### config.mk
export PLATFORM = sky130hd
export DESIGN_NAME = conv_encoder_r4_flat
export DESIGN_NICKNAME = d
export VERILOG_FILES = /design/src/rtl/conv_pkg.sv /design/src/rtl/conv_encoder_r4_if.sv /design/src/rtl/conv_r4_step.sv /design/src/rtl/conv_encoder_r4.sv /design/src/flat_wrapper.sv
export SDC_FILE = /design/constraint.sdc
export NUM_CORES = 1
export LEC_CHECK = 0
export BUFFER_PORTS_ARGS = -buffer_cell sky130_fd_sc_hd__buf_2
export CAP_MARGIN = 20
export CORE_MARGIN = 2
export CORE_UTILIZATION = 56
export DETAILED_ROUTE_END_ITERATION = 8
export PLACE_DENSITY = 0.9
export SYNTH_ARGS = -nofsm -noshare
export SYNTH_HDL_FRONTEND = slang
export SYNTH_SLANG_ARGS = --single-unit
### constraint.sdc
create_clock -name clk -period 3.9 [get_ports clk]
set_clock_uncertainty 0.2 [all_clocks]
set_input_delay 0.585 -clock clk [delete_from_list [all_inputs] [get_ports clk]]
set_output_delay 0.585 -clock clk [all_outputs]
set_load 0.005 [all_outputs]
### src/rtl/conv_pkg.sv
// Shared constants and helpers for the K=3, rate-1/2 convolutional code
// (G0=111, G1=101). The branch metric and trellis blocks import this package too.
package conv_pkg;

    localparam int         K  = 3;
    localparam logic [2:0] G0 = 3'b111;
    localparam logic [2:0] G1 = 3'b101;

    // Bit positions inside a radix-4 code word {c0_first, c1_first, c0_second, c1_second}
    localparam int CW_C0_FIRST  = 3;
    localparam int CW_C1_FIRST  = 2;
    localparam int CW_C0_SECOND = 1;
    localparam int CW_C1_SECOND = 0;

    typedef enum logic [1:0] {
        IDLE = 2'd0,
        DATA = 2'd1,
        TAIL = 2'd2
    } enc_state_e;

    // {c0, c1} for input bit u with encoder state {a, b}
    function automatic logic [1:0] branch_bits(input logic u, input logic [1:0] st);
        logic [K-1:0] taps;
        taps = {u, st};
        return {^(taps & G0), ^(taps & G1)};
    endfunction

endpackage

### src/rtl/conv_encoder_r4_if.sv
// Stream interface of the radix-4 encoder: pair input, code-word output, frame control.
interface conv_encoder_r4_if;
    logic       i_start;
    logic       i_valid;
    logic [1:0] i_data;
    logic       o_ready;
    logic [3:0] o_code;
    logic       o_valid;
    logic       i_ready;
    logic       o_last;
    logic       o_busy;

    modport slave (
        input  i_start, i_valid, i_data, i_ready,
        output o_ready, o_code, o_valid, o_last, o_busy
    );

    modport master (
        output i_start, i_valid, i_data, i_ready,
        input  o_ready, o_code, o_valid, o_last, o_busy
    );
endinterface

### src/rtl/conv_r4_step.sv
// Two trellis steps in one: encodes pair_i[1] then pair_i[0] starting from state_i.
module conv_r4_step
    import conv_pkg::*;
(
    input  logic [1:0] pair_i,
    input  logic [1:0] state_i,
    output logic [3:0] code_o,
    output logic [1:0] next_state_o
);

    logic [1:0] c_first;
    logic [1:0] c_second;
    logic [1:0] mid_state;

    always_comb begin
        c_first      = branch_bits(pair_i[1], state_i);
        mid_state    = {pair_i[1], state_i[1]};
        c_second     = branch_bits(pair_i[0], mid_state);
        next_state_o = {pair_i[0], mid_state[1]};

        code_o               = '0;
        code_o[CW_C0_FIRST]  = c_first[1];
        code_o[CW_C1_FIRST]  = c_first[0];
        code_o[CW_C0_SECOND] = c_second[1];
        code_o[CW_C1_SECOND] = c_second[0];
    end

endmodule

### src/rtl/conv_encoder_r4.sv
// Radix-4 framed convolutional encoder: FRAME_LEN data words followed by one
// zero-pair tail word that drives the trellis back to state 0.
module conv_encoder_r4
    import conv_pkg::*;
#(
    parameter  int FRAME_LEN = 8,
    localparam int CNT_W     = $clog2(FRAME_LEN + 1)
) (
    input  logic               clk,
    input  logic               rst,
    conv_encoder_r4_if.slave   bus
);

    enc_state_e       fsm_q, fsm_d;
    logic [CNT_W-1:0] cnt_q, cnt_d;
    logic [1:0]       enc_q, enc_d;
    logic [3:0]       code_q, code_d;
    logic             valid_q, valid_d;
    logic             last_q, last_d;

    logic             slot_free;
    logic             ready;
    logic [1:0]       step_pair;
    logic [3:0]       step_code;
    logic [1:0]       step_next;

    // The tail reuses the same step logic with the pair forced to zero
    assign step_pair = (fsm_q == DATA) ? bus.i_data : 2'b00;

    conv_r4_step u_step (
        .pair_i       (step_pair),
        .state_i      (enc_q),
        .code_o       (step_code),
        .next_state_o (step_next)
    );

    assign slot_free = !valid_q || bus.i_ready;
    assign ready     = (fsm_q == DATA) && slot_free;

    always_comb begin
        fsm_d   = fsm_q;
        cnt_d   = cnt_q;
        enc_d   = enc_q;
        code_d  = code_q;
        valid_d = valid_q;
        last_d  = last_q;

        if (valid_q && bus.i_ready) begin
            valid_d = 1'b0;
            last_d  = 1'b0;
        end

        unique case (fsm_q)
            IDLE: begin
                enc_d = 2'b00;
                cnt_d = '0;
                if (bus.i_start) begin
                    fsm_d = DATA;
                end
            end
            DATA: begin
                if (bus.i_valid && ready) begin
                    code_d  = step_code;
                    valid_d = 1'b1;
                    last_d  = 1'b0;
                    enc_d   = step_next;
                    cnt_d   = cnt_q + CNT_W'(1);
                    if (cnt_q == CNT_W'(FRAME_LEN - 1)) begin
                        fsm_d = TAIL;
                    end
                end
            end
            TAIL: begin
                // Return to IDLE without waiting for the tail word to drain
                if (slot_free) begin
                    code_d  = step_code;
                    valid_d = 1'b1;
                    last_d  = 1'b1;
                    enc_d   = 2'b00;
                    fsm_d   = IDLE;
                end
            end
            default: begin
                fsm_d = IDLE;
            end
        endcase
    end

    always_ff @(posedge clk or negedge rst) begin
        if (!rst) begin
            fsm_q   <= IDLE;
            cnt_q   <= '0;
            enc_q   <= 2'b00;
            code_q  <= 4'b0000;
            valid_q <= 1'b0;
            last_q  <= 1'b0;
        end else begin
            fsm_q   <= fsm_d;
            cnt_q   <= cnt_d;
            enc_q   <= enc_d;
            code_q  <= code_d;
            valid_q <= valid_d;
            last_q  <= last_d;
        end
    end

    assign bus.o_ready = ready;
    assign bus.o_code  = code_q;
    assign bus.o_valid = valid_q;
    assign bus.o_last  = last_q;
    assign bus.o_busy  = (fsm_q != IDLE);

endmodule

### src/flat_wrapper.sv
// flat-port wrapper written by rule: the top's interface ports become plain ports
module conv_encoder_r4_flat import conv_pkg::*;
#(
    parameter  int FRAME_LEN = 8,
    localparam int CNT_W     = $clog2(FRAME_LEN + 1)
)
  (clk, rst, bus_i_start, bus_i_valid, bus_i_data, bus_i_ready, bus_o_ready, bus_o_code, bus_o_valid, bus_o_last, bus_o_busy);
  conv_encoder_r4_if bus_i ();
  input  logic clk;
  input  logic rst;
  input wire logic [$bits(bus_i.i_start)-1:0] bus_i_start;
  input wire logic [$bits(bus_i.i_valid)-1:0] bus_i_valid;
  input wire logic [$bits(bus_i.i_data)-1:0] bus_i_data;
  input wire logic [$bits(bus_i.i_ready)-1:0] bus_i_ready;
  output wire logic [$bits(bus_i.o_ready)-1:0] bus_o_ready;
  output wire logic [$bits(bus_i.o_code)-1:0] bus_o_code;
  output wire logic [$bits(bus_i.o_valid)-1:0] bus_o_valid;
  output wire logic [$bits(bus_i.o_last)-1:0] bus_o_last;
  output wire logic [$bits(bus_i.o_busy)-1:0] bus_o_busy;
  assign bus_i.i_start = bus_i_start;
  assign bus_i.i_valid = bus_i_valid;
  assign bus_i.i_data = bus_i_data;
  assign bus_i.i_ready = bus_i_ready;
  assign bus_o_ready = bus_i.o_ready;
  assign bus_o_code = bus_i.o_code;
  assign bus_o_valid = bus_i.o_valid;
  assign bus_o_last = bus_i.o_last;
  assign bus_o_busy = bus_i.o_busy;
  conv_encoder_r4 #(.FRAME_LEN(FRAME_LEN)) u_core (.clk(clk), .rst(rst), .bus(bus_i));
endmodule
Word level (Yosys, flattened, before mapping)
Index checks and enable logic that the tools add are counted.
Word-level totals
  bits in registers: 14
  latch bits: 0
  memory bits (writable): 0
  ROM bits: 0
  input port bits: 7
  output and inout bits: 8
  word-level logic and storage cells: 53
  memories kept: 0
Operators by class
  add/subtract/negate cells: 1
  multipliers: 0
  divide/modulo/power cells: 0
  magnitude comparators: 0
  equality and inequality tests: 7
  shift-type cells: 0
  muxes and demuxes: 21
  bitwise operators: 0
  reductions and logical operators: 18
Operator list (number)
  one-hot mux 4 bit (2 select lines): 2
  2-to-1 mux 2 bit: 6
  2-to-1 mux 4 bit: 3
  one-hot mux 2 bit (3 select lines): 2
  XOR reduction 3 bit: 4
  2-to-1 mux 1 bit: 6
  != test 2 bit, second input constant: 3
  AND reduction 3 bit: 2
  nonzero test 2 bit: 3
  adder 4 x 1 -> 4 bit, second input constant: 1
  == test 4 x 3 -> 1 bit, second input constant: 1
  one-hot mux 1 bit (2 select lines): 2
  AND reduction 4 bit: 1
  logical AND 1 bit: 3
  nonzero test 3 bit: 1
  == test 2 x 1 -> 1 bit, second input constant: 1
  == test 2 bit, second input constant: 1
  zero test 2 bit: 1
  != test 2 x 1 -> 1 bit, second input constant: 1
  AND reduction 2 bit: 1
  zero test 1 bit: 1
  logical OR 1 bit: 1

Depth between registers and ports, before layout
Gate-level depths: netlist (run 1).
  depth in word-level cells: 6
  depth in mapped cells: 6
  depth with buffers taken out: 6

Hierarchy
Synthesis (run 1) repeated with hierarchy kept, for this count alone.
Second synthesis, totals
  cell total of the unflattened synthesis: 83
  area total of the unflattened synthesis: 882.1 µm²
Modules (own cells, without submodules)
  conv_encoder_r4: times used 1, cells an instance 77, area each 798.3 µm²
  conv_r4_step: times used 1, cells an instance 6, area each 83.8 µm²

Least setup slack after synthesis (run 1)
Ideal clock, no wire load.
  path type: reg2out
  from: register u_core.fsm_q[1]
  to: output bus_o_ready
  arrival time: 1.003 ns
  data required time: 3.115 ns
  path slack: 2.112 ns
  cell stages (with the launch flop): 5
  buffers on the path: 1
  cell sequence: dfrtp_1 inv_1 ha_1 buf_6 and2_1
On the way
  longest elaborated chain between the ends: 2
Ends and longest elaborated chain
  start: declaration: line conv_encoder_r4.sv:14  | enc_state_e fsm_q, fsm_d;
  start signal: assignment: line conv_encoder_r4.sv:98  | fsm_q <= fsm_d;
  == test 2 x 1 -> 1 bit: line conv_encoder_r4.sv:38  | assign ready = (fsm_q == DATA) && slot_free;
  logical AND 1 bit: line conv_encoder_r4.sv:38
  end: declaration: line flat_wrapper.sv:15  | output wire logic [$bits(bus_i.o_ready)-1:0] bus_o_ready;
No other way between the ends.

Worst setup path after layout (run 1)
Ends and elaborated chain as after synthesis.

==> impl_metrics.csv, run 1 <==
group,metric,value,unit
sta,hold_violations,0,
power_and_ir_drop,power_density,735,mW/mm^2
critical_path,end_kind,"primary output",
grt,first_global_vias,600,
detailed_routing,first_pass_iters,4,
critical_path,required,3120,ps
yosys,yosysTopAreaCell,"dfrtp_1",
detailed_routing,drt_drc_violations_left,0,
sta,slew_viol_final,0,
clock_network,cts_root_buf,"clkbuf_4",
grt,grt_start_max_net_pins,15,
power_and_ir_drop,p_leak,0.482,nW
critical_path,path_max_fanout,12,
power_and_ir_drop,vdd_ir_drop_max,0.000498,V
floorplan,die_h,42.9,um
yosys,ys_seq_area_share,41.4,%
clock_network,clk_path_buf_depth,2,
floorplan,die_w,42.9,um
sta,fin_crit_sh,59.6,%
floorplan,die_area,0.00184,mm^2
yosys,ys_seq_elements,14,
detailed_routing,wire_per_inst,12.3,um
critical_path,critPathKind,"flip-flop to primary output",
yosys,avgSynthCellArea,10.6,um^2
yosys,yosysTopAreaCellShare,41.4,%
clock_network,htreeDepth,1,
placed_design,dp_hpwl,1130,um
detailed_routing,drt_iter0_drc,7,
floorplan,rows,14,
yosys,synth_warnings,0,
detailed_routing,ant_nets,0,
clock_network,cts_made_buffers,3,
yosys,netlist-cell-type-count,29,
yosys,yosysMostFrequentCell,"dfrtp_1",
sta,min_period,2320,ps
sta,setup_viol,0,
critical_path,max_stage_delay,430,ps
sta,relSlewSlack,72.2,%
sta,finalSetupTns,0,ps
sta,tightest_slew,417,ps
yosys,ys_top_cells_by_count,"14 x dfrtp_1, 8 x inv_1, 7 x ha_1, 7 x nand2_1, 6 x o21ai_0",
critical_path,start_kind,"flip-flop",
layout,final_nets,113,
floorplan,core_region_area,0.00145,mm^2
placed_design,dp_cells,109,
yosys,synth_flop_cell,"dfrtp_1",
yosys,synth-edff-count,0,
layout,drive_above_1_share,24.7,%
critical_path,path_cells,"inv_1 > ha_1 > and2_1 > buf_2",
grt,overflow,0,
run,maxCapViolations,0,
sta,max_freq,430,MHz
layout,antennaDiodeCount,0,
critical_path,worst_path_max_delay_cell,"ha_1",
run_status,outcome,"complete, no violations",
yosys,syn_inst,80,
placed_design,place_congestion,0.788,
placed_design,port_buffers,14,
yosys,syn_area,847,um^2
sta,grt_setup_unrepaired,"false",
layout,area_delta_synth_final,13.1,%
detailed_routing,finalWirelength,1390,um
floorplan,pin_count,15,
detailed_routing,vias,613,
layout,fill_cells,125,
layout,layout.area.seq,350,um^2
placed_design,placed_area,926,um^2
yosys,synth_nets,94,
grt,grt_antenna_before_repair,0,
grt,grtUsageTotal,18.8,%
min_path,hold_class,"flip-flop to flip-flop",
floorplan,start_util,58.3,%
yosys,yosys-top-cells-area,"dfrtp_1 41%, ha_1 10%, mux2_1 6.6%, xnor2_1 4.1%, mux2i_1 3.5%",
clock_network,clk_pin_slew,80,ps
layout,utilization,65.9,%
detailed_routing,avgViaCountPerCell,5.42,
yosys,async_flop_share,100,%
clock_network,cts.sinks,14,
layout,multi_input_area,452,um^2
layout,instances_no_fill,113,
critical_path,crit_arrival,1540,ps
grt,grt_pass1_wl,2500,um
clock_network,tritoncts,"built",
critical_path,r2r_slack,1850,ps
layout,final_area,958,um^2
power_and_ir_drop,p_total,0.704,mW
clock_network,insertion_delay,280,ps
[cells by family after synthesis]
group | after synthesis | synth area share, %
AND/OR/NAND/NOR | 22 | 14.9
flip-flops | 14 | 41.4
AO/OA/AOI/OAI | 13 | 10.8
buffers and inverters | 10 | 5.32
multiplexers | 8 | 10.2
adder cells (fa/ha/maj) | 7 | 10.3
XOR/XNOR | 6 | 7.09
[power by group]
| part | switching [mW] | internal [mW] |
|---|---|---|
| clock | 0.0432 | 0.0358 |
| sequential | 0.0439 | 0.204 |
| combinational | 0.194 | 0.183 |
[cell type report]
| cell class | count | area share, % |
|---|---|---|
| well taps | 16 | 2.09 |
| multi-input cells | 56 | 47.1 |
| inverters | 9 | 3.52 |
| flip-flops and latches | 14 | 36.6 |
| clock buffers | 3 | 2.35 |
| repair buffers | 15 | 8.36 |
[through the flow]
| stage | worst slack, ps | hold WS (ps) |
|---|---|---|
| 3_5_place_dp | 1840 | 276 |
| 3_3_place_gp | 1910 | 268 |
| 5_1_grt | 1410 | 314 |
| 6_report | 1580 | 290 |
| 4_1_cts | 1570 | 295 |
| 2_1_floorplan | 2110 | 89.4 |
[registers in the layout (all words and copies together) (netlist names)]
register            cells
u_core.cnt_q            4
u_core.bus.o_code       4
u_core.enc_q            2
u_core.bus.o_last       1
u_core.bus.o_valid      1
u_core.fsm_q            2
[critical path: cells and delay by family (launching register included)]
kind / cells / cell delay (ps)
fa+ha+maj: 1 / 430
buf+inv: 2 / 230
flops: 1 / 410
simple gates: 1 / 190
[routing by layer]
metal | up-vias | wire [um] | track usage, %
li1 | 305 | - | -
met1 | 286 | 614 | 23.4
met2 | 17 | 674 | 30.6
met3 | 5 | 59 | 2.55
met4 | 0 | 38 | 11.3
met5 | - | 0 | 0
[worst paths after layout]
kind | from | to | depth (start not counted)
setup / recovery | u_core.fsm_q[1] | bus_o_ready | 4
hold / removal | u_core.bus.o_code[1] | u_core.bus.o_code[1] | 1
setup reg to reg | u_core.fsm_q[1] | u_core.bus.o_code[3] | 6
hold reg to reg | u_core.bus.o_code[1] | u_core.bus.o_code[1] | 1
max in group asynchronous | rst | u_core.bus.o_valid | 2
min in group asynchronous | rst | u_core.bus.o_code[2] | 2
[repair_timing]
action / CTS / global route
endpoints found under the hold margin: 14 / 0
resized for setup: 0 / 0
setup buffers: 0 / 0
hold buffers: 1 / 0
[placed cells by master, fill, tap and decap left out, types with 2 or more instances in the layout]
cell      netlist  layout
buf_2           0      14
dfrtp_1        14      14
inv_1           8       8
nand2_1         7       7
ha_1            7       7
o21ai_0         6       6
mux2_1          5       5
xnor2_1         4       4
nand3_1         4       4
mux2i_1         3       3
clkbuf_4        0       3
nor2_1          2       2
nand3_2         2       2
(Power assumes the default switching activity.)
==> run 2, diff against run 1 <==
Settings changed: CORE_UTILIZATION 56 to 53, PLACE_DENSITY 0.9 to 0.86.
Clock period 3.9 ns to 2.4 ns, I/O delays scaled along.
==> run 2 against run 1 <==
Critical path type unchanged; combinational power increased by 64%; worst hold slack got worse by 89 ps; total power increased by 63%; via count decreased by 1.3%; sequential cell count unchanged; utilization decreased by 2.3 points.
==> impl_metrics.csv, run 2 (same netlist as run 1, synthesis figures left out) <==
group,metric,value,unit
detailed_routing,vias,605,
min_path,hold_class,"primary input to flip-flop",
grt,grtUsageTotal,19.1,%
detailed_routing,highest_layer,"met4",
sta,tightest_slew,409,ps
detailed_routing,first_pass_iters,4,
sta,grt_setup_unrepaired,"false",
detailed_routing,wl_met2,693,um
clock_network,cts_root_buf,"clkbuf_4",
floorplan,core_region_area,0.00151,mm^2
clock_network,clk_path_buf_depth,2,
layout,area_delta_synth_final,13.1,%
grt,first_global_vias,655,
power_and_ir_drop,switchingPower,0.461,mW
clock_network,htreeDepth,1,
floorplan,die_h,44.0,um
detailed_routing,finalWirelength,1450,um
clock_network,tritoncts,"built",
clock_network,cts_made_buffers,3,
grt,grt_pass1_wl,2670,um
layout,utilization,63.6,%
placed_design,place_congestion,0.771,
critical_path,path_max_fanout,12,
critical_path,path_cells,"inv_1 > ha_1 > and2_1 > buf_2",
critical_path,start_kind,"flip-flop",
grt,grt_antenna_before_repair,0,
floorplan,pin_count,15,
run_status,outcome,"complete, no violations",
critical_path,critPathKind,"flip-flop to primary output",
critical_path,crit_arrival,1540,ps
sta,setup_viol,0,
grt,grt_start_max_net_pins,15,
sta,hold_ws,201,ps
critical_path,end_kind,"primary output",
run,maxCapViolations,0,
detailed_routing,drt_iter0_drc,10,
clock_network,cts.sinks,14,
power_and_ir_drop,intPower,0.687,mW
clock_network,clk_pin_slew,80,ps
layout,mostFrequentLayoutCells,"14 x buf_2, 14 x dfrtp_1, 8 x inv_1",
power_and_ir_drop,p_seq_share,35.1,%
critical_path,max_stage_delay,420,ps
placed_design,dp_hpwl,1180,um
floorplan,die_area,0.00193,mm^2
clock_network,insertion_delay,280,ps
floorplan,start_util,56.2,%
sta,fin_crit_sh,87.4,%
power_and_ir_drop,power_density,1200,mW/mm^2
detailed_routing,wl_met1,632,um
critical_path,path_delay_family,"adder cells",
layout,final_nets,113,
power_and_ir_drop,power_frac_clock,11.2,%
sta,max_freq,476,MHz
critical_path,worst_path_max_delay_cell,"ha_1",
critical_path,startpoint,"u_core.fsm_q[1]",
clock_network,postCtsSetupBuffers,0,
detailed_routing,drt_drc_violations_left,0,
sta,hold_violations,0,
floorplan,die_w,44.0,um
sta,slew_viol_final,0,
critical_path,worst-path-buf-inv,2,
detailed_routing,wire_per_inst,12.9,um
min_path,min_from,"bus_i_data[0]",
power_and_ir_drop,netSwitchingFraction,40.1,%
sta,min_period,2100,ps
floorplan,rows,14,
sta,finalSetupTns,0,ps
critical_path,r2r_start,"u_core.fsm_q[1]",
layout,antennaDiodeCount,0,
power_and_ir_drop,vdd_ir_drop_max,0.000637,V
power_and_ir_drop,p_leak,0.482,nW
critical_path,required,1840,ps
placed_design,port_buffers,14,
detailed_routing,ant_nets,0,
detailed_routing,dr_wl_met3,95,um
power_and_ir_drop,combinationalPowerShare,53.7,%
detailed_routing,avgViaCountPerCell,5.35,
layout,drive_above_1_share,24.7,%
grt,overflow,0,
sta,relSlewSlack,72.7,%
==> run 2: cell counts in the layout (fill, tap and decap cells not counted) <==
Identical to the previous run, type by type.
==> run 2: metrics by stage <==
step                area (um^2)  total power [mW]  setup slack, ps  instances
finish                      958              1.15              301        113
global route                958              1.27              149        113
CTS                         958              1.17              289        113
detailed placement          926              1.03              314        109
global placement            926              1.00              435        109
floorplan                   847             0.883              685         80
==> run 2: layout make-up <==
| class | instances | area (um^2) |
|---|---|---|
| clock buffers | 3 | 22.5 |
| fillers | 127 | 548 |
| inverters | 9 | 33.8 |
| multi-input cells | 56 | 452 |
| flip-flops and latches | 14 | 350 |
| well taps | 16 | 20.0 |
| repair buffers | 15 | 80.1 |
==> run 2: final timing paths <==
path	to	slack [ps]	depth (start not counted)
worst max register to register	u_core.bus.o_code[3]	340	6
worst min register to register	u_core.bus.o_code[0]	300	1
worst min-delay path	u_core.enc_q[1]	200	3
worst max-delay path	bus_o_ready	300	4
max in group asynchronous	u_core.cnt_q[1]	1470	2
min in group asynchronous	u_core.bus.o_code[3]	300	2
==> run 2: routing by layer <==
metal  up-vias  GRT usage, %
met3         5          4.17
met2        21          32.1
met4         0          9.09
li1        307             -
met5         -             0
met1       272          22.9
==> run 2: worst register-to-register path: stages, from the launching register on <==
cell	delay (ps)
dfrtp_1	410
inv_1	130
ha_1	420
nand2_1	190
xnor2_2	190
xnor2_1	120
mux2_1	280
==> run 2: power by group through the flow <==
stage / registers [mW] / logic [mW] / clock network [mW]
2_1_floorplan: 0.402 / 0.481 / 0
3_3_place_gp: 0.403 / 0.597 / 0
3_5_place_dp: 0.410 / 0.623 / 0
4_1_cts: 0.405 / 0.629 / 0.132
5_1_grt: 0.418 / 0.710 / 0.143
6_report: 0.402 / 0.617 / 0.129
==> run 2: what timing repair did <==
action | in CTS | in global routing
hold endpoints to repair | 14 | 0
setup endpoints to repair | 0 | 0
resized for setup | 0 | 0
hold buffers | 1 | 0
==> run 3, diff against run 2 <==
Settings changed: BUFFER_PORTS_ARGS -buffer_cell sky130_fd_sc_hd__buf_2 to -buffer_cell sky130_fd_sc_hd__buf_4.
==> run 3 against run 2 <==
Clock-buffer cell count unchanged; critical path type unchanged; via count decreased by 0.17%; first-iteration DRC count decreased by 50%; sequential power increased by 1%; final cell count unchanged.
==> impl_metrics.csv, run 3 (same netlist as run 1, synthesis figures left out) <==
group,metric,value,unit
power_and_ir_drop,switchingPower,0.466,mW
detailed_routing,first_pass_iters,3,
grt,grtUsageMet2,27.9,%
floorplan,die_h,44.0,um
clock_network,htreeDepth,1,
min_path,hold_class,"primary input to flip-flop",
sta,max_freq,470,MHz
layout,instances_no_fill,113,
placed_design,place_congestion,0.770,
clock_network,clk_path_buf_depth,2,
critical_path,critPathKind,"flip-flop to primary output",
power_and_ir_drop,power_density,1190,mW/mm^2
power_and_ir_drop,p_leak,0.491,nW
floorplan,die_w,44.0,um
sta,slew_viol_final,0,
critical_path,required,1840,ps
grt,grt_pass1_wl,2520,um
layout,antennaDiodeCount,0,
run,maxCapViolations,0,
critical_path,path_max_fanout,12,
grt,first_global_vias,593,
power_and_ir_drop,netSwitchingFraction,39.3,%
grt,top_usage_layer,"met2",
clock_network,tritoncts,"built",
layout,drive_above_1_share,24.7,%
power_and_ir_drop,p_seq_share,34.4,%
layout,mostFrequentLayoutCells,"14 x buf_4, 14 x dfrtp_1, 8 x inv_1",
floorplan,pin_count,15,
clock_network,clk_pin_slew,70,ps
detailed_routing,finalWirelength,1480,um
sta,setup_viol,0,
grt,overflow,0,
sta,fin_crit_sh,88.7,%
floorplan,core_region_area,0.00151,mm^2
detailed_routing,avgViaCountPerCell,5.35,
critical_path,start_kind,"flip-flop",
placed_design,dp_cells,109,
sta,hold_ws,222,ps
clock_network,cts_made_buffers,3,
floorplan,rows,14,
critical_path,end_kind,"primary output",
sta,hold_violations,0,
detailed_routing,drt_drc_violations_left,0,
clock_network,post_cts_resized,0,
grt,grtUsageTotal,18.7,%
sta,min_period,2130,ps
clock_network,cts.sinks,14,
grt,grt_antenna_before_repair,0,
sta,grt_setup_unrepaired,"false",
sta,tightest_slew,424,ps
clock_network,insertion_delay,270,ps
critical_path,reg2reg_depth,6,
min_path,hold_depth,4,
power_and_ir_drop,vdd_ir_drop_max,0.000878,V
run_status,outcome,"complete, no violations",
placed_design,port_buffers,14,
detailed_routing,vias,604,
floorplan,die_area,0.00193,mm^2
clock_network,cts_root_buf,"clkbuf_4",
layout,area_delta_synth_final,17.3,%
layout,final_nets,113,
floorplan,start_util,56.2,%
grt,grt_start_max_net_pins,15,
placed_design,dp_hpwl,1180,um
detailed_routing,drt_iter0_drc,5,
grt,grt_use_met3,5.83,%
power_and_ir_drop,combinationalPowerShare,54.9,%
sta,relSlewSlack,71.7,%
detailed_routing,ant_nets,0,
detailed_routing,wire_per_inst,13.1,um
sta,finalSetupTns,0,ps
power_and_ir_drop,power_frac_clock,10.8,%
critical_path,crit_arrival,1570,ps
power_and_ir_drop,intPower,0.720,mW
grt,gr-usage-met1,23.7,%
-- run 3: per-layer routing --
layer | up-vias | wire length (um)
met3 | 2 | 91
met4 | 0 | 20
met5 | - | 0
met2 | 17 | 715
met1 | 279 | 655
li1 | 306 | -
-- run 3: path summary, 6_finish.rpt --
path                                       from                   end  slack [ps]
max                             u_core.fsm_q[1]           bus_o_ready         270
min                                 bus_i_ready     u_core.bus.o_last         220
max reg2reg                     u_core.fsm_q[1]  u_core.bus.o_code[3]         320
min reg2reg                u_core.bus.o_code[1]  u_core.bus.o_code[1]         290
max in group asynchronous                   rst       u_core.fsm_q[0]        1540
min in group asynchronous                   rst    u_core.bus.o_valid         290
-- run 3: final cells by class --
class                      count  area [um^2]
clock buffer                   3         22.5
fill                         131          513
inverter                       9         33.8
multi-input combinational     56          452
sequential                    14          350
tap                           16         20.0
timing repair buffer          15          115
-- run 3: per-stage QoR --
stage / area, um^2 / worst slack, ps / power [mW] / utilization, %
floorplan: 847 / 685 / 0.883 / -
global placement: 961 / 431 / 1.04 / 63.8
detailed placement: 961 / 308 / 1.07 / 63.8
CTS: 993 / 265 / 1.20 / 65.9
global route: 993 / 148 / 1.30 / 65.9
finish: 993 / 272 / 1.19 / 65.9
-- run 3: power by group through the flow --
| stage | Sequential, mW | Clock, mW | Combinational, mW |
|---|---|---|---|
| 2_1_floorplan | 0.402 | 0 | 0.481 |
| 3_3_place_gp | 0.406 | 0 | 0.633 |
| 3_5_place_dp | 0.412 | 0 | 0.659 |
| 4_1_cts | 0.408 | 0.132 | 0.662 |
| 5_1_grt | 0.420 | 0.144 | 0.733 |
| 6_report | 0.408 | 0.128 | 0.651 |
-- run 3: what timing repair did --
| item | CTS | global route |
|---|---|---|
| hold buffers | 1 | 0 |
| hold endpoints to repair | 14 | 0 |
| buffers inserted | 0 | 0 |
-- run 3: worst max-delay path, cell delays in order (launching register included) --
cell	delay (ps)
dfrtp_1	420
inv_1	140
ha_1	440
and2_1	200
buf_4	110
